[src/rtl/branch_predict_unit_pkg.sv]
// ----------------------------------------------------------------------------
// branch_predict_unit_pkg
// Shared definitions for the branch resolution / prediction unit:
//   - branch condition codes driven on ex_branch_cmd
//   - 2-bit BHT counter state encodings
//   - saturating next-state helper for a BHT counter
// ----------------------------------------------------------------------------
package branch_predict_unit_pkg;

    // Condition codes. Codes 6 and 7 are undefined and behave as CMD_NULL.
    typedef enum logic [2:0] {
        CMD_NULL = 3'd0,
        CMD_JUMP = 3'd1,
        CMD_BEZ  = 3'd2,
        CMD_BNE  = 3'd3,
        CMD_BLT  = 3'd4,
        CMD_BGE  = 3'd5
    } branch_cmd_e;

    // BHT counter states; the MSB is the taken prediction.
    localparam logic [1:0] BHT_SNT = 2'b00;
    localparam logic [1:0] BHT_WNT = 2'b01;
    localparam logic [1:0] BHT_WT  = 2'b10;
    localparam logic [1:0] BHT_ST  = 2'b11;

    // Saturating counter step: towards ST when taken, towards SNT otherwise.
    function automatic logic [1:0] bht_next(input logic [1:0] state, input logic taken);
        if (taken) begin
            return (state == BHT_ST) ? BHT_ST : state + 2'd1;
        end
        return (state == BHT_SNT) ? BHT_SNT : state - 2'd1;
    endfunction

endpackage

[src/rtl/branch_predict_unit_if.sv]
// ----------------------------------------------------------------------------
// branch_predict_unit_if
// Bundles the IF-side prediction lookup, the EX-side branch inputs, the
// flush/redirect outputs and the statistics counters.
//   master : pipeline side (drives fetch PC and EX branch info)
//   slave  : branch_predict_unit
// ----------------------------------------------------------------------------
interface branch_predict_unit_if #(
    parameter int WORD_WIDTH = 32,
    parameter int PC_WIDTH   = 32,
    parameter int CNT_WIDTH  = 16
) ();

    // IF stage lookup
    logic [PC_WIDTH-1:0]   if_pc;
    logic                  if_pred_taken;

    // EX stage branch
    logic                  ex_valid;
    logic [PC_WIDTH-1:0]   ex_pc;
    logic [2:0]            ex_branch_cmd;
    logic [WORD_WIDTH-1:0] ex_val1;
    logic [WORD_WIDTH-1:0] ex_val2;
    logic [PC_WIDTH-1:0]   ex_target;
    logic                  ex_pred_taken;
    logic                  hazard_detected;
    logic                  ex_taken;

    // Redirect and statistics
    logic                  stat_clear;
    logic                  flush;
    logic [PC_WIDTH-1:0]   redirect_pc;
    logic [CNT_WIDTH-1:0]  branch_count;
    logic [CNT_WIDTH-1:0]  mispredict_count;

    modport master (
        output if_pc, ex_valid, ex_pc, ex_branch_cmd, ex_val1, ex_val2,
               ex_target, ex_pred_taken, hazard_detected, stat_clear,
        input  if_pred_taken, ex_taken, flush, redirect_pc,
               branch_count, mispredict_count
    );

    modport slave (
        input  if_pc, ex_valid, ex_pc, ex_branch_cmd, ex_val1, ex_val2,
               ex_target, ex_pred_taken, hazard_detected, stat_clear,
        output if_pred_taken, ex_taken, flush, redirect_pc,
               branch_count, mispredict_count
    );

endinterface

[src/rtl/branch_predict_unit_bht_table.sv]
// ----------------------------------------------------------------------------
// branch_predict_unit_bht_table
// Array of 2-bit saturating branch history counters.
//   clk, rst      : clock, asynchronous active-low reset (all entries -> WNT)
//   i_rd_idx      : asynchronous read index
//   o_rd_state    : counter at i_rd_idx (pre-update value, no write bypass)
//   i_wr_en       : apply a saturating update at i_wr_idx on the clock edge
//   i_wr_idx      : update index
//   i_wr_taken    : update direction (1 = towards taken)
// ----------------------------------------------------------------------------
module branch_predict_unit_bht_table
    import branch_predict_unit_pkg::*;
#(
    parameter int ENTRIES  = 16,
    parameter int IDX_BITS = $clog2(ENTRIES)
) (
    input  logic                clk,
    input  logic                rst,
    input  logic [IDX_BITS-1:0] i_rd_idx,
    output logic [1:0]          o_rd_state,
    input  logic                i_wr_en,
    input  logic [IDX_BITS-1:0] i_wr_idx,
    input  logic                i_wr_taken
);

    logic [1:0] r_table [ENTRIES];

    // NOTE: the table is a flop array, not a RAM: every entry must come out of
    // reset as WNT, so it is reset explicitly and cannot map to a memory macro.
    always_ff @(posedge clk or negedge rst) begin
        if (!rst) begin
            for (int i = 0; i < ENTRIES; i++) begin
                r_table[i] <= BHT_WNT;
            end
        end else if (i_wr_en) begin
            // NOTE: non-blocking so a same-edge reader sees the old value.
            r_table[i_wr_idx] <= bht_next(r_table[i_wr_idx], i_wr_taken);
        end
    end

    assign o_rd_state = r_table[i_rd_idx];

endmodule

[src/rtl/branch_predict_unit.sv]
// ----------------------------------------------------------------------------
// branch_predict_unit
// Resolves EX-stage branch/jump conditions, trains a 2-bit BHT that IF reads,
// raises a registered one-cycle flush with the correct redirect PC on a
// mispredict, and keeps saturating branch / mispredict counters.
//   clk  : rising-edge clock
//   rst  : asynchronous active-low reset
//   bus  : branch_predict_unit_if.slave (IF lookup, EX branch, flush, stats)
// ----------------------------------------------------------------------------
module branch_predict_unit
    import branch_predict_unit_pkg::*;
#(
    parameter int WORD_WIDTH  = 32,
    parameter int PC_WIDTH    = 32,
    parameter int BHT_ENTRIES = 16,
    parameter int PC_INC      = 1,
    parameter int CNT_WIDTH   = 16
) (
    input  logic                 clk,
    input  logic                 rst,
    branch_predict_unit_if.slave bus
);

    localparam int IDX_BITS = $clog2(BHT_ENTRIES);

    logic                 w_taken;
    logic                 w_cmd_real;
    logic                 w_resolve;
    logic                 w_mispredict;
    logic [1:0]           w_rd_state;
    logic [PC_WIDTH-1:0]  w_fallthrough;

    logic                 r_flush;
    logic [PC_WIDTH-1:0]  r_redirect_pc;
    logic [CNT_WIDTH-1:0] r_branch_count;
    logic [CNT_WIDTH-1:0] r_mispredict_count;

    // Condition evaluation. Undefined codes fall to the default and count as
    // NULL, so they neither resolve nor train the table.
    // NOTE: both outputs get defaults first so no path leaves them unassigned
    // and no latch is inferred.
    always_comb begin
        w_taken    = 1'b0;
        w_cmd_real = 1'b0;
        case (bus.ex_branch_cmd)
            CMD_JUMP: begin
                w_taken    = 1'b1;
                w_cmd_real = 1'b1;
            end
            CMD_BEZ: begin
                w_taken    = (bus.ex_val1 == '0);
                w_cmd_real = 1'b1;
            end
            CMD_BNE: begin
                w_taken    = (bus.ex_val1 != bus.ex_val2);
                w_cmd_real = 1'b1;
            end
            CMD_BLT: begin
                w_taken    = ($signed(bus.ex_val1) < $signed(bus.ex_val2));
                w_cmd_real = 1'b1;
            end
            CMD_BGE: begin
                w_taken    = ($signed(bus.ex_val1) >= $signed(bus.ex_val2));
                w_cmd_real = 1'b1;
            end
            default: ;
        endcase
    end

    // The ~r_flush term squashes the wrong-path instruction occupying EX in
    // the flush cycle, which also rules out back-to-back flush pulses.
    assign w_resolve     = bus.ex_valid & w_cmd_real & ~bus.hazard_detected & ~r_flush;
    assign w_mispredict  = w_taken != bus.ex_pred_taken;
    assign w_fallthrough = bus.ex_pc + PC_WIDTH'(PC_INC);

    branch_predict_unit_bht_table #(
        .ENTRIES  (BHT_ENTRIES),
        .IDX_BITS (IDX_BITS)
    ) u_bht (
        .clk        (clk),
        .rst        (rst),
        .i_rd_idx   (bus.if_pc[IDX_BITS-1:0]),
        .o_rd_state (w_rd_state),
        .i_wr_en    (w_resolve),
        .i_wr_idx   (bus.ex_pc[IDX_BITS-1:0]),
        .i_wr_taken (w_taken)
    );

    // Flush is rewritten every edge, so it is high for exactly one cycle.
    // The redirect PC holds its last value when no mispredict resolves.
    always_ff @(posedge clk or negedge rst) begin
        if (!rst) begin
            r_flush       <= 1'b0;
            r_redirect_pc <= '0;
        end else begin
            r_flush <= w_resolve & w_mispredict;
            if (w_resolve && w_mispredict) begin
                r_redirect_pc <= w_taken ? bus.ex_target : w_fallthrough;
            end
        end
    end

    // Statistics: stat_clear wins over any increment on the same edge.
    always_ff @(posedge clk or negedge rst) begin
        if (!rst) begin
            r_branch_count     <= '0;
            r_mispredict_count <= '0;
        end else if (bus.stat_clear) begin
            r_branch_count     <= '0;
            r_mispredict_count <= '0;
        end else if (w_resolve) begin
            if (r_branch_count != '1) begin
                r_branch_count <= r_branch_count + CNT_WIDTH'(1);
            end
            if (w_mispredict && (r_mispredict_count != '1)) begin
                r_mispredict_count <= r_mispredict_count + CNT_WIDTH'(1);
            end
        end
    end

    assign bus.if_pred_taken    = w_rd_state[1];
    assign bus.ex_taken         = w_taken;
    assign bus.flush            = r_flush;
    assign bus.redirect_pc      = r_redirect_pc;
    assign bus.branch_count     = r_branch_count;
    assign bus.mispredict_count = r_mispredict_count;

    // Only the index bits of the PCs and the counter MSB are consumed.
    logic w_unused_bits;
    assign w_unused_bits = ^{bus.if_pc[PC_WIDTH-1:IDX_BITS],
                             bus.ex_pc[PC_WIDTH-1:IDX_BITS],
                             w_rd_state[0]};

endmodule

[src/flat_wrapper.sv]
// flat-port wrapper written by rule: the top's interface ports become plain ports
module branch_predict_unit_flat import branch_predict_unit_pkg::*;
#(
    parameter int WORD_WIDTH  = 32,
    parameter int PC_WIDTH    = 32,
    parameter int BHT_ENTRIES = 16,
    parameter int PC_INC      = 1,
    parameter int CNT_WIDTH   = 16
)
  (clk, rst, bus_if_pc, bus_ex_valid, bus_ex_pc, bus_ex_branch_cmd, bus_ex_val1, bus_ex_val2, bus_ex_target, bus_ex_pred_taken, bus_hazard_detected, bus_stat_clear, bus_if_pred_taken, bus_ex_taken, bus_flush, bus_redirect_pc, bus_branch_count, bus_mispredict_count);
  branch_predict_unit_if #(.WORD_WIDTH(WORD_WIDTH), .PC_WIDTH(PC_WIDTH), .CNT_WIDTH(CNT_WIDTH)) bus_i ();
  input  logic clk;
  input  logic rst;
  input wire logic [$bits(bus_i.if_pc)-1:0] bus_if_pc;
  input wire logic [$bits(bus_i.ex_valid)-1:0] bus_ex_valid;
  input wire logic [$bits(bus_i.ex_pc)-1:0] bus_ex_pc;
  input wire logic [$bits(bus_i.ex_branch_cmd)-1:0] bus_ex_branch_cmd;
  input wire logic [$bits(bus_i.ex_val1)-1:0] bus_ex_val1;
  input wire logic [$bits(bus_i.ex_val2)-1:0] bus_ex_val2;
  input wire logic [$bits(bus_i.ex_target)-1:0] bus_ex_target;
  input wire logic [$bits(bus_i.ex_pred_taken)-1:0] bus_ex_pred_taken;
  input wire logic [$bits(bus_i.hazard_detected)-1:0] bus_hazard_detected;
  input wire logic [$bits(bus_i.stat_clear)-1:0] bus_stat_clear;
  output wire logic [$bits(bus_i.if_pred_taken)-1:0] bus_if_pred_taken;
  output wire logic [$bits(bus_i.ex_taken)-1:0] bus_ex_taken;
  output wire logic [$bits(bus_i.flush)-1:0] bus_flush;
  output wire logic [$bits(bus_i.redirect_pc)-1:0] bus_redirect_pc;
  output wire logic [$bits(bus_i.branch_count)-1:0] bus_branch_count;
  output wire logic [$bits(bus_i.mispredict_count)-1:0] bus_mispredict_count;
  assign bus_i.if_pc = bus_if_pc;
  assign bus_i.ex_valid = bus_ex_valid;
  assign bus_i.ex_pc = bus_ex_pc;
  assign bus_i.ex_branch_cmd = bus_ex_branch_cmd;
  assign bus_i.ex_val1 = bus_ex_val1;
  assign bus_i.ex_val2 = bus_ex_val2;
  assign bus_i.ex_target = bus_ex_target;
  assign bus_i.ex_pred_taken = bus_ex_pred_taken;
  assign bus_i.hazard_detected = bus_hazard_detected;
  assign bus_i.stat_clear = bus_stat_clear;
  assign bus_if_pred_taken = bus_i.if_pred_taken;
  assign bus_ex_taken = bus_i.ex_taken;
  assign bus_flush = bus_i.flush;
  assign bus_redirect_pc = bus_i.redirect_pc;
  assign bus_branch_count = bus_i.branch_count;
  assign bus_mispredict_count = bus_i.mispredict_count;
  branch_predict_unit #(.WORD_WIDTH(WORD_WIDTH), .PC_WIDTH(PC_WIDTH), .BHT_ENTRIES(BHT_ENTRIES), .PC_INC(PC_INC), .CNT_WIDTH(CNT_WIDTH)) u_core (.clk(clk), .rst(rst), .bus(bus_i));
endmodule
[config.mk]
export PLATFORM = sky130hd
export DESIGN_NAME = branch_predict_unit_flat
export DESIGN_NICKNAME = d
export VERILOG_FILES = /design/src/rtl/branch_predict_unit_pkg.sv /design/src/rtl/branch_predict_unit_if.sv /design/src/rtl/branch_predict_unit_bht_table.sv /design/src/rtl/branch_predict_unit.sv /design/src/flat_wrapper.sv
export SDC_FILE = /design/constraint.sdc
export NUM_CORES = 1
export LEC_CHECK = 0
export ABC_CLOCK_PERIOD_IN_PS = 2950
export BUFFER_PORTS_ARGS = -buffer_cell sky130_fd_sc_hd__buf_2
export CAP_MARGIN = 10
export CORE_ASPECT_RATIO = 0.7
export CORE_MARGIN = 2
export CORE_UTILIZATION = 51
export DETAILED_ROUTE_END_ITERATION = 7
export MAX_ROUTING_LAYER = met4
export PLACE_DENSITY = 0.8
export SYNTH_ARGS = -nofsm -noshare
export SYNTH_HDL_FRONTEND = slang
export SYNTH_SLANG_ARGS = --single-unit
[constraint.sdc]
create_clock -name clk -period 2.95 [get_ports clk]
set_input_delay 0 -clock clk [delete_from_list [all_inputs] [get_ports clk]]
set_output_delay 0 -clock clk [all_outputs]
set_load 0.03 [all_outputs]
# Word-level counts from Yosys, hierarchy flattened

Index checks and enable logic that the tools add are counted.

Register bits after elaboration: 97
Bits of input ports: 169
Output and inout bits: 67
Logic and storage cells: 84

Add/sub/neg operators: 5
$lt $le $gt $ge: 5
Equality and inequality tests: 10
Muxes and demuxes: 25
Bitwise logic cells: 8
Reduce and logical (&&, ||, !) cells: 11

Operators with widths:

| kind                                                                         | count |
|---|---|
| 16-bit 2-to-1 mux                                                            | 6 |
| 16-bit by 1-bit adder with 16-bit output, second input constant              | 2 |
| 32-bit by 1-bit adder with 32-bit output, second input constant              | 1 |
| 32-bit bitwise mux                                                           | 1 |
| 32-bit >= comparator                                                         | 1 |
| 32-bit zero test                                                             | 1 |
| 32-bit less-than comparator                                                  | 1 |
| 32-bit 2-to-1 mux                                                            | 1 |
| 16-bit inequality test, second input constant                                | 2 |
| 32-bit inequality test                                                       | 1 |
| 2-bit 2-to-1 mux                                                             | 10 |
| 2-bit binary-select mux with 4-bit select                                    | 2 |
| 5-bit >= comparator, second input constant                                   | 2 |
| 4-bit NOT with 5-bit output                                                  | 2 |
| 2-bit demux with 4-bit select                                                | 1 |
| 3-bit by 2-bit equality test with 1-bit output, second input constant        | 2 |
| 3-bit equality test, second input constant                                   | 2 |
| 2-bit nonzero test                                                           | 3 |
| 5-bit by 1-bit less-than comparator with 1-bit output, second input constant | 1 |
| 1-bit one-hot mux with 5 select lines                                        | 1 |
| 5-bit OR reduction                                                           | 1 |
| 1-bit AND                                                                    | 4 |
| 2-bit AND reduction                                                          | 2 |
| 3-bit by 1-bit equality test with 1-bit output, second input constant        | 1 |
| other kinds (8)                                                              | 13 |

# Logic depth before layout (Yosys ltp)

Gate-level depths: netlist of run 1.

Word-level depth: 10
Mapped depth: 12
Gate-level depth less buffers: 11

# Cells and area by module

From an unflattened synthesis of run 1, not the netlist that was laid out.

Cells, all modules: 690
Area total of the unflattened synthesis: 6675.2 µm²

By module, submodules not included:

| module                        | times used | cells each | area an instance (µm²) | sequential area each (µm²) |
|---|---|---|---|---|
| branch_predict_unit           | 1          | 537        | 4769.6                 | 1626.6 |
| branch_predict_unit_bht_table | 1          | 153        | 1905.6                 | 820.8 |

# Worst setup path after synthesis of run 1

Ideal clock, no wire load.

Kind: input-to-reg
From: in bus_ex_val2[31]
To: reg u_core.r_redirect_pc[24] (netlist: u_core.bus.redirect_pc[24])
Arrival: 2.651 ns
Data required time: 2.825 ns
Slack: 0.174 ns
Stages: 11
Path through: inv_1 ha_1 nand4_1 nor4_1 nand3_1 mux2i_1 a221o_1 nor3_4 clkbuf_1 mux2_2 mux2_2

Longest elaborated chain between the ends: 4

Ends and longest elaborated chain:

| what                                         | RTL line                  | RTL |
|---|---|---|
| start, declared                              | flat_wrapper.sv:19        | `input wire logic [$bits(bus_i.ex_val2)-1:0] bus_ex_val2;` |
| 32-bit >= comparator (tied with other cells) | branch_predict_unit.sv:63 | `w_taken = ($signed(bus.ex_val1) >= $signed(bus.ex_val2));` |
| 1-bit one-hot mux with 5 select lines (*)    | branch_predict_unit.sv:45 | `case (bus.ex_branch_cmd)` |
| 1-bit inequality test                        | branch_predict_unit.sv:73 | `assign w_mispredict = w_taken != bus.ex_pred_taken;` |
| 1-bit logical AND                            | branch_predict_unit.sv:97 | `if (w_resolve && w_mispredict) begin` |
| end signal, assigned                         | branch_predict_unit.sv:98 | `r_redirect_pc <= w_taken ? bus.ex_target : w_fallthrough;` |
| end, declared                                | branch_predict_unit.sv:34 | `logic [PC_WIDTH-1:0] r_redirect_pc;` |

Every way passes the cells marked *; elsewhere a longest branch is shown, timed or not.
A chain may end at the register's enable or synchronous reset.

# Final worst setup path of run 1

From: in bus_ex_val1[14]
To: reg u_core.u_bht.r_table[25] (netlist bit)

Longest elaborated chain between the ends: 7

Ends and longest elaborated chain:

| what                                         | RTL line                            | RTL |
|---|---|---|
| start, declared                              | flat_wrapper.sv:18                  | `input wire logic [$bits(bus_i.ex_val1)-1:0] bus_ex_val1;` |
| 32-bit >= comparator (tied with other cells) | branch_predict_unit.sv:63           |  |
| 1-bit one-hot mux with 5 select lines (*)    | branch_predict_unit.sv:45           |  |
| 1-bit 2-to-1 mux (*)                         | branch_predict_unit_pkg.sv:28       | `if (taken) begin` |
| 1-bit 2-to-1 mux (*)                         | branch_predict_unit_bht_table.sv:35 | `end else if (i_wr_en) begin` |
| 2-bit 2-to-1 mux (*)                         | branch_predict_unit_pkg.sv:31       | `return (state == BHT_SNT) ? BHT_SNT : state - 2'd1;` |
| 2-bit 2-to-1 mux (*)                         | branch_predict_unit_bht_table.sv:35 |  |
| 32-bit bitwise mux (*)                       | branch_predict_unit_bht_table.sv:37 | `r_table[i_wr_idx] <= bht_next(r_table[i_wr_idx], i_wr_taken);` |
| end signal, assigned by index                | branch_predict_unit_bht_table.sv:37 |  |
| end, declared                                | branch_predict_unit_bht_table.sv:26 | `logic [1:0] r_table [ENTRIES];` |

Every way passes the cells marked *; elsewhere a longest branch is shown, timed or not. The select of a mux whose other input is x is not followed.

==> results of run 1 <==
cell families after synthesis:
kind of cell | count (synthesis)
multiplexers | 133
AO/OA/AOI/OAI | 51
AND/OR/NAND/NOR | 220
XOR/XNOR | 40
buffers and inverters | 65
adder cells (fa/ha/maj) | 40
flip-flops | 97
routing by layer:
metal	vias to the layer above	track usage (%)
met1	2831	35.4
met2	195	39.6
met3	28	4.10
li1	2790	-
met4	0	6.38
met5	-	-
area by class of cell:
class / count / area (um2) / share of cell area, %
multi-input cells: 484 / 4010 / 47.8
inverters: 44 / 165 / 1.97
flip-flops and latches: 97 / 2450 / 29.2
clock buffers: 10 / 239 / 2.85
clock inverters: 6 / 90.1 / 1.08
repair buffers: 228 / 1230 / 14.6
well taps: 162 / 203 / 2.42
state kept, by name (all words and copies together) (netlist names):
signal,count
u_core.u_bht.r_table,32
u_core.bus.branch_count,16
u_core.bus.redirect_pc,32
u_core.bus.mispredict_count,16
u_core.bus.flush,1
power groups by stage:
| stage | combinational [uW] | sequential [uW] | clock, uW |
|---|---|---|---|
| 3_3_place_gp | 1310 | 1690 | 0 |
| 3_5_place_dp | 1330 | 1710 | 0 |
| 6_report | 1330 | 1680 | 1280 |
| 5_1_grt | 1430 | 1710 | 1370 |
| 4_1_cts | 1340 | 1680 | 1310 |
| 2_1_floorplan | 515 | 2040 | 0 |
worst max-delay path, cell delays in order:
cell     delay (ns)
buf_2          0.12
ha_1           0.31
nand4_1        0.18
nor4_2         0.43
nand3_1        0.15
mux2i_1        0.16
a221o_1        0.37
nor3_4         0.27
inv_2          0.12
maj3_2         0.45
mux2_2         0.32
metrics by stage:
step                total power (uW)  worst slack (ns)  instance area, um2  utilization [%]
floorplan                       2550             0.174                6700                -
global placement                3000          -0.00548                8030             63.6
detailed placement              3040           -0.0598                8030             63.6
CTS                             4330             0.274                8380             66.3
global route                    4510            0.0183                8380             66.3
finish                          4300             0.283                8380             66.3
placed cells by master (no fill, tap or decap), drive strengths merged, types with 8 or more instances in the layout:
cell type	synthesis	layout
mux2	107	107
buf	11	226
and4	9	9
dfstp	16	16
dfrtp	81	81
mux4	15	15
a21oi	22	22
or3	9	9
nand2	35	35
ha	38	38
nand3	21	21
nor2b	13	13
nor4	17	17
o21ai	8	8
mux2i	11	11
xor2	17	17
clkbuf	10	10
nor2	53	53
and3	10	10
xnor2	23	23
nor3	11	11
inv	44	45
nand4	27	27
synth_stat cells, types with 3 or more instances:
cell,n
o21ai_0,8
xor2_1,17
mux2i_1,11
nor2_1,53
nand2_1,35
and4_1,9
nor4b_1,3
nor4_1,16
dfrtp_1,81
o21a_1,3
mux2_2,107
a21oi_1,22
xnor2_1,23
and3_1,10
nor3_1,9
clkbuf_1,10
nor2b_1,13
nand2b_1,5
nand3_1,21
nand4_1,27
mux4_2,15
a31oi_1,3
inv_1,43
ha_1,38
dfstp_2,16
or3_1,9
buf_2,9
repair_timing:
action,CTS,global route
setup endpoints to repair,0,0
endpoints found under the hold margin,39,0
hold buffers,2,0
gates resized for setup,0,0
worst paths after layout:
check	startpoint	end	slack [ns]	cells past startpoint
worst min-delay path	bus_ex_target[31]	u_core.bus.redirect_pc[31]	0.007	3
max in group asynchronous	rst	u_core.bus.flush	1.92	3
worst min register to register	u_core.bus.redirect_pc[2]	u_core.bus.redirect_pc[2]	0.50	1
min in group asynchronous	rst	u_core.bus.redirect_pc[9]	0.24	2
worst max-delay path	bus_ex_val1[14]	u_core.u_bht.r_table[25]	0.28	11
worst max register to register	u_core.bus.mispredict_count[10]	u_core.bus.mispredict_count[5]	0.37	8
==> results.sh, run 1 <==
export IMPL_status="finished, final reports clean"
export IMPL_muxShareOfSynthArea_pct=24.7
export IMPL_track_usage_pct=25.5
export IMPL_globalplace_congestion=0.896
export IMPL_nFillCells=1012
export IMPL_synthCells=646
export IMPL_drc=0
export IMPL_die_x_um=141
export IMPL_core_um2=12600
export IMPL_slew_violations=0
export IMPL_synthArstFlopShare_pct=100
export IMPL_fin_cells=1031
export IMPL_drt_iter0_drc=286
export IMPL_maxCapViolations=0
export IMPL_wl_met3_um=894
export IMPL_drt_pre_antenna_iters=4
export IMPL_clk_pin_slew_ns=0.07
export IMPL_peakVddDrop_mv=0.279
export IMPL_synth_seq_cells=97
export IMPL_post_cts_buffers=0
export IMPL_clkLatencyLatePin_ns=0.34
export IMPL_synth_edf_count=0
export IMPL_yosys_area_share_simple_pct=17.6
export IMPL_antenna_found_initial=0
export IMPL_wire_per_inst_um=16.6
export IMPL_p_leak_uw=0.00404
export IMPL_power_frac_clock_pct=29.9
export IMPL_worst_pin_slew_ns=0.854
export IMPL_rows=34
export IMPL_fp_dieH_um=99.9
export IMPL_port_buffers=207
export IMPL_cts_buffers=9
export IMPL_routed_via_density=5.67
export IMPL_highest_layer="met4"
export IMPL_synth_compound_area_share_pct=4.76
export IMPL_fin_crit_sh_pct=90.4
export IMPL_synth_top_cell_area_share_pct=30.3
export IMPL_rsz0062_at_grt="false"
export IMPL_grt_pass1_wl_mm=28.0
export IMPL_synth_top_family_by_area="multiplexers"
export IMPL_hold_violations=0
export IMPL_drive_gt1_share_pct=44.9
export IMPL_finalSetupViolations=0
export IMPL_synth_fa_ha_area_share_pct=7.43
export IMPL_timing_final_crit_period_ns=2.67
export IMPL_wl_met1_mm=8.12
export IMPL_crit_path_start_kind="primary input"
export IMPL_max_freq_mhz=375
export IMPL_dp_cells=1013
export IMPL_final_nets=1071
export IMPL_clock_root_buffer="clkbuf_16"
export IMPL_hp_class="primary input to flip-flop"
export IMPL_switching_share_pct=32.8
export IMPL_setup_tns_ns=0
export IMPL_avgSynthCellArea_um2=10.4
export IMPL_synth_area_leaders="dfrtp_1, mux2_2, ha_1, dfstp_2, mux4_2"
export IMPL_crit_type="primary input to flip-flop"
export IMPL_critPathMaxFanout=16
export IMPL_yosysWarnings=0
export IMPL_max_slew_margin_pct=43.0
export IMPL_die_area_um2=14100
export IMPL_hold_ws_ns=0.00740
export IMPL_finClkSkew_ns=0.00741
export IMPL_critical_path_required_ns=3.17
export IMPL_synth_cell_types=50
export IMPL_tritoncts="yes"
export IMPL_worst_ep_arrival_time_ns=2.89
export IMPL_ys_flop_type="dfrtp_1"
export IMPL_synth_xor_area_share_pct=5.23
export IMPL_dp_hpwl_mm=13.4
export IMPL_pwr_share_seq_pct=39.1
export IMPL_synth_top_area_cell="dfrtp_1"
export IMPL_cellPowerDensity_nw_per_um2=513
export IMPL_antenna_left=0
export IMPL_grt_max_degree=57
export IMPL_seq_area_frac_synth_pct=36.5
export IMPL_power_internal_uw=2890
export IMPL_synth_cell_area_um2=6700
export IMPL_grt_pass1_vias=5743
export IMPL_finalWirelength_mm=17.1
export IMPL_areaGrowthSynthToFinish_pct=25.1
export IMPL_gr_total_overflow=0
export IMPL_clock_sinks=97
export IMPL_initial_utilization_pct=53.0
export IMPL_diodes=0
export IMPL_p_sw_uw=1410
export IMPL_htree_levels=3
export IMPL_wl_met2_mm=7.83
export IMPL_vias=5844
export IMPL_pin_count=236
export IMPL_end_kind="flip-flop"
export IMPL_syn_num_nets=853
export IMPL_clockBufferDepth=2
export IMPL_combPwrFrac_pct=31.0
Power figures use the tool's default switching activity.
==> run 2: changes to the inputs <==
--- a/config.mk
+++ b/config.mk
@@ -14,6 +14,7 @@
 export DETAILED_ROUTE_END_ITERATION = 7
 export MAX_ROUTING_LAYER = met4
 export PLACE_DENSITY = 0.8
+export RECOVER_POWER = 25
 export SYNTH_ARGS = -nofsm -noshare
 export SYNTH_HDL_FRONTEND = slang
 export SYNTH_SLANG_ARGS = --single-unit
==> run 2 against run 1 <==
Net effect:
- maximum frequency decreased by 0.11%
- first-iteration DRC count rose by 1.7%
- clock-buffer cell count is the same
- die area is the same
- via count is 0.31% lower
- flip-flop and latch count unchanged
- clock skew is essentially flat
- largest power group unchanged
- critical path depth did not move
==> results.sh, run 2 (synthesis results as in run 1) <==
export IMPL_critical_path_required_ns=3.17
export IMPL_crit_path_start_kind="primary input"
export IMPL_maxCapViolations=0
export IMPL_max_slew_margin_pct=6.30
export IMPL_drt_iter0_drc=291
export IMPL_gr_total_overflow=0
export IMPL_max_freq_mhz=375
export IMPL_max_stage_delay_ns=0.45
export IMPL_p_leak_uw=0.00401
export IMPL_initial_utilization_pct=53.0
export IMPL_slowest_stage="maj3_2"
export IMPL_tritoncts="yes"
export IMPL_fin_crit_sh_pct=90.5
export IMPL_status="finished, final reports clean"
export IMPL_finalWirelength_mm=17.1
export IMPL_cp_num_buf_inv=2
export IMPL_clockBufferDepth=2
export IMPL_die_x_um=141
export IMPL_antenna_found_initial=0
export IMPL_crit_type="primary input to flip-flop"
export IMPL_final_area_um2=8360
export IMPL_finalSetupViolations=0
export IMPL_grt_pass1_wl_mm=28.0
export IMPL_final_cell_mix="buf_2, mux2_2, dfrtp_1, nor2_1, inv_1"
export IMPL_core_um2=12600
export IMPL_grt_pass1_vias=5743
export IMPL_wire_per_inst_um=16.6
export IMPL_rsz0062_at_grt="false"
export IMPL_clk_pin_slew_ns=0.07
export IMPL_hold_ws_ns=0.00942
export IMPL_track_usage_pct=25.5
export IMPL_clkLatencyLatePin_ns=0.34
export IMPL_vias=5826
export IMPL_hp_class="primary input to flip-flop"
export IMPL_critPathMaxFanout=16
export IMPL_grt_max_degree=57
export IMPL_power_uw=4280
export IMPL_utilization_pct=66.2
export IMPL_routed_via_density=5.65
export IMPL_drive_gt1_share_pct=43.6
export IMPL_finClkSkew_ns=0.00744
export IMPL_drc=0
export IMPL_post_cts_buffers=0
export IMPL_rows=34
export IMPL_pin_count=236
export IMPL_globalplace_congestion=0.896
export IMPL_critPathTopFamily="simple AND/OR/NAND/NOR gates"
export IMPL_worst_ep_arrival_time_ns=2.89
export IMPL_drt_pre_antenna_iters=4
export IMPL_post_place_ws_ns=-0.0598
export IMPL_peakVddDrop_mv=0.279
export IMPL_antenna_left=0
export IMPL_clock_root_buffer="clkbuf_16"
export IMPL_worst_pin_slew_ns=1.41
export IMPL_die_area_um2=14100
export IMPL_worstPathCellList="buf_2 > ha_1 > nand4_1 > nor4_2 > nand3_1 > mux2i_1 > a221o_1 > nor3_4 > inv_2 > maj3_2 > mux2_2"
export IMPL_post_cts_resized=0
export IMPL_port_buffers=207
export IMPL_slew_violations=0
export IMPL_cellPowerDensity_nw_per_um2=512
export IMPL_end_kind="flip-flop"
export IMPL_final_nets=1071
export IMPL_diodes=0
export IMPL_areaGrowthSynthToFinish_pct=24.8
export IMPL_timing_final_crit_period_ns=2.67
export IMPL_placed_cell_area_um2=8030
export IMPL_mostFrequentLayoutCell="buf_2"
export IMPL_clock_sinks=97
export IMPL_cts_buffers=9
export IMPL_htree_levels=3
export IMPL_hold_violations=0
export IMPL_dp_hpwl_mm=13.4
export IMPL_rrSetupSlack_ns=0.37
export IMPL_fp_dieH_um=99.9
export IMPL_final_setup_worst_slack_ns=0.280
==> run 2: cell types whose count changed in the layout (fill, tap and decap cells not counted), sizes merged <==
cell    previous run  this run
buf              226       214
clkbuf            10        22
==> run 2: path summary, 6_finish.rpt <==
| path | from | end | cells past startpoint |
|---|---|---|---|
| min reg2reg | u_core.bus.redirect_pc[2] | u_core.bus.redirect_pc[2] | 1 |
| min in group asynchronous | rst | u_core.bus.redirect_pc[9] | 2 |
| max in group asynchronous | rst | u_core.bus.flush | 3 |
| max | bus_ex_val1[14] | u_core.u_bht.r_table[25] | 11 |
| max reg2reg | u_core.bus.mispredict_count[10] | u_core.bus.mispredict_count[5] | 8 |
| min | bus_ex_target[31] | u_core.bus.redirect_pc[31] | 3 |
==> run 2: metrics by stage <==
stage	TNS (ns)	instances
2_1_floorplan	0	646
3_3_place_gp	-0.00548	1013
3_5_place_dp	-1.53	1013
4_1_cts	0	1031
5_1_grt	0	1031
6_report	0	1031
==> run 2: cell type report <==
| cell class | count | area (um2) |
|---|---|---|
| multi-input combinational | 484 | 4010 |
| tap | 162 | 203 |
| fill | 1017 | 4270 |
| clock inverter | 6 | 90.1 |
| inverter | 44 | 165 |
| clock buffer | 10 | 239 |
| sequential | 97 | 2450 |
| timing repair buffer | 228 | 1210 |
==> run 2: power by group <==
group / total (uW) / switching, uW / internal, uW
clock network: 1280 / 515 / 769
registers: 1680 / 109 / 1570
logic: 1310 / 786 / 529
total: 4280 / 1410 / 2870
==> run 2: worst reg2reg max path, cell delays in order (launching register included) <==
cell and delay (ns):
dfrtp_1 0.46, and3_1 0.24, and3_1 0.23, nand2_1 0.12
o31ai_1 0.11, or3_1 0.36, a31oi_1 0.39, o21ba_2 0.23
mux2_2 0.32
==> run 2: routing by layer <==
| metal | track usage [%] | part of all wire [%] |
|---|---|---|
| met1 | 35.4 | 47 |
| met2 | 39.6 | 46 |
| met3 | 4.10 | 5.2 |
| met4 | 6.38 | 1.7 |
| met5 | - | 0 |
==> run 2: timing repair <==
item,CTS,global route
hold buffers,2,0
endpoints found under the hold margin,39,0
endpoints found under the setup margin,0,0
==> run 3: changes to the inputs <==
--- a/config.mk
+++ b/config.mk
@@ -15,6 +15,7 @@
 export MAX_ROUTING_LAYER = met4
 export PLACE_DENSITY = 0.8
 export RECOVER_POWER = 25
+export SETUP_SLACK_MARGIN = 0.4
 export SYNTH_ARGS = -nofsm -noshare
 export SYNTH_HDL_FRONTEND = slang
 export SYNTH_SLANG_ARGS = --single-unit
==> run 3 against run 2 <==
Net effect:
- the flow now finishes with violations (max-capacitance violations, max-slew violations)
- setup slack improved by 0.091 ns
- clock skew rose by 0.0024 ns
- first-iteration DRC count decreased by 1.7%
- final cell count up 2.1%
- combinational power up 18%
- worst hold slack better by 0.0021 ns
- sequential share of layout area decreased by 2.5 points
- die area did not move
- utilization increased by 6.2 points
- design area is 9.4% higher
- clock power fell by 9%
- flip-flop and latch count did not move
- critical endpoint is now u_core.bus.redirect_pc[28]
- largest cell class unchanged
- largest power group unchanged
==> results.sh, run 3 (synthesis results as in run 1) <==
export IMPL_drive_gt1_share_pct=47.9
export IMPL_dp_hpwl_mm=13.3
export IMPL_grt_max_degree=61
export IMPL_grtUsageMet2_pct=41.1
export IMPL_critPathMaxFanout=7
export IMPL_utilization_pct=72.4
export IMPL_endpoint="u_core.bus.redirect_pc[28]"
export IMPL_grt_busiest_layer="met2"
export IMPL_globalplace_congestion=0.927
export IMPL_drt_iter0_drc=286
export IMPL_max_freq_mhz=388
export IMPL_crit_start="bus_ex_val2[29]"
export IMPL_power_frac_clock_pct=26.4
export IMPL_post_place_ws_ns=-0.0751
export IMPL_finalSetupViolations=0
export IMPL_fin_crit_sh_pct=87.4
export IMPL_gr_total_overflow=0
export IMPL_clkLatencyLatePin_ns=0.35
export IMPL_p_leak_uw=0.00426
export IMPL_wire_per_inst_um=17.8
export IMPL_grt_pass1_wl_mm=28.3
export IMPL_tritoncts="yes"
export IMPL_crit_path_start_kind="primary input"
export IMPL_maxCapViolations=1
export IMPL_die_x_um=141
export IMPL_p_sw_uw=1570
export IMPL_cts_buffers=9
export IMPL_pwr_share_seq_pct=38.5
export IMPL_critical_path_required_ns=3.18
export IMPL_rr_worst_depth=9
export IMPL_timing_final_crit_period_ns=2.58
export IMPL_track_usage_pct=26.0
export IMPL_clock_root_buffer="clkbuf_16"
export IMPL_diodes=0
export IMPL_rrSetupSlack_ns=0.47
export IMPL_clockBufferDepth=2
export IMPL_r2r_start="u_core.bus.mispredict_count[3]"
export IMPL_slew_violations=44
export IMPL_areaGrowthSynthToFinish_pct=36.5
export IMPL_initial_utilization_pct=53.0
export IMPL_combPwrFrac_pct=35.0
export IMPL_crit_type="primary input to flip-flop"
export IMPL_grt_util_met1_pct=34.5
export IMPL_clock_sinks=97
export IMPL_power_internal_uw=2850
export IMPL_final_nets=1093
export IMPL_mostFrequentLayoutCell="buf_2"
export IMPL_pin_count=236
export IMPL_antenna_left=0
export IMPL_timing_rr_end="u_core.bus.mispredict_count[3]"
export IMPL_port_buffers=207
export IMPL_drc=0
export IMPL_hold_violations=0
export IMPL_hp_class="primary input to flip-flop"
export IMPL_final_setup_worst_slack_ns=0.371
export IMPL_worst_pin_slew_ns=1.50
export IMPL_switching_share_pct=35.5
export IMPL_rsz0062_at_grt="true"
export IMPL_drt_pre_antenna_iters=5
export IMPL_routed_via_density=5.69
export IMPL_antenna_found_initial=0
export IMPL_grt_pass1_vias=5749
export IMPL_violations="max-capacitance violations, max-slew violations"
export IMPL_htree_levels=3
export IMPL_max_slew_margin_pct=-0.125
export IMPL_fp_dieH_um=99.9
export IMPL_clk_pin_slew_ns=0.08
export IMPL_die_area_um2=14100
export IMPL_met3_usage_pct=4.91
export IMPL_final_cell_mix="buf_2, dfrtp_1, mux2_2, nor2_1, mux2_4"
export IMPL_finClkSkew_ns=0.00983
export IMPL_status="finished with violations"
export IMPL_rows=34
export IMPL_finalWirelength_mm=18.7
export IMPL_end_kind="flip-flop"
export IMPL_core_um2=12600
export IMPL_cellPowerDensity_nw_per_um2=483
export IMPL_worst_ep_arrival_time_ns=2.80
export IMPL_peakVddDrop_mv=0.384
export IMPL_vias=5993
## run 3: cell type report
class / count / area, um2
clock buffer: 9 / 225
fill: 906 / 3490
timing repair buffer: 248 / 1470
clock inverter: 7 / 76.3
inverter: 44 / 183
multi-input combinational: 486 / 4540
tap: 162 / 203
sequential: 97 / 2450
## run 3: per-stage QoR
stage	hold WS [ns]	setup TNS, ns	power, uW	area [um2]	instances
after floorplan	-0.296	0	2590	6900	646
after global placement	0.132	0	3070	8220	1013
after detailed placement	0.135	-2.52	3100	8220	1013
after CTS	0.000976	0	4290	8590	1034
after global routing	0.00616	0	4630	9150	1053
final	0.0116	0	4410	9150	1053
## run 3: metal layers
layer	vias to the layer above	share of wire [%]
met5	-	0
met4	0	1.7
met3	25	7.0
met2	239	47
met1	2889	45
li1	2840	-
## run 3: timing repair
item	4_1_cts	5_1_grt
resized for setup	4	91
cloned	0	2
pin swaps	2	18
hold endpoints to repair	56	0
endpoints found under the setup margin	70	75
hold buffers	4	0
buffers inserted	1	17
## run 3: power groups by stage
stage	clock, uW	combinational, uW	sequential, uW
after floorplan	0	555	2040
after global placement	0	1370	1700
after detailed placement	0	1390	1710
after CTS	1200	1410	1690
after global routing	1250	1650	1730
final	1170	1550	1700
## run 3: worst max-delay path, stage by stage
cell and delay (ns):
buf_2 0.08, inv_1 0.04, ha_1 0.30, nand4_1 0.14
buf_4 0.15, nor3_1 0.05, a21oi_1 0.20, o211ai_1 0.22
a221o_1 0.42, nor3_4 0.23, buf_12 0.16, buf_12 0.12
buf_12 0.13, mux2_4 0.30, mux2_4 0.25
## run 3: worst min path at each step
| stage | from | cells past startpoint | slack, ns | endpoint |
|---|---|---|---|---|
| 2_1_floorplan | rst | 0 | -0.30 | u_core.bus.branch_count[0] |
| 3_3_place_gp | rst | 1 | 0.13 | u_core.bus.redirect_pc[22] |
| 3_5_place_dp | rst | 1 | 0.13 | u_core.bus.redirect_pc[22] |
| 4_1_cts | bus_ex_target[13] | 3 | 0.001 | u_core.bus.redirect_pc[13] |
| 5_1_grt | bus_ex_target[12] | 3 | 0.006 | u_core.bus.redirect_pc[12] |
| 6_report | bus_ex_target[12] | 3 | 0.01 | u_core.bus.redirect_pc[12] |
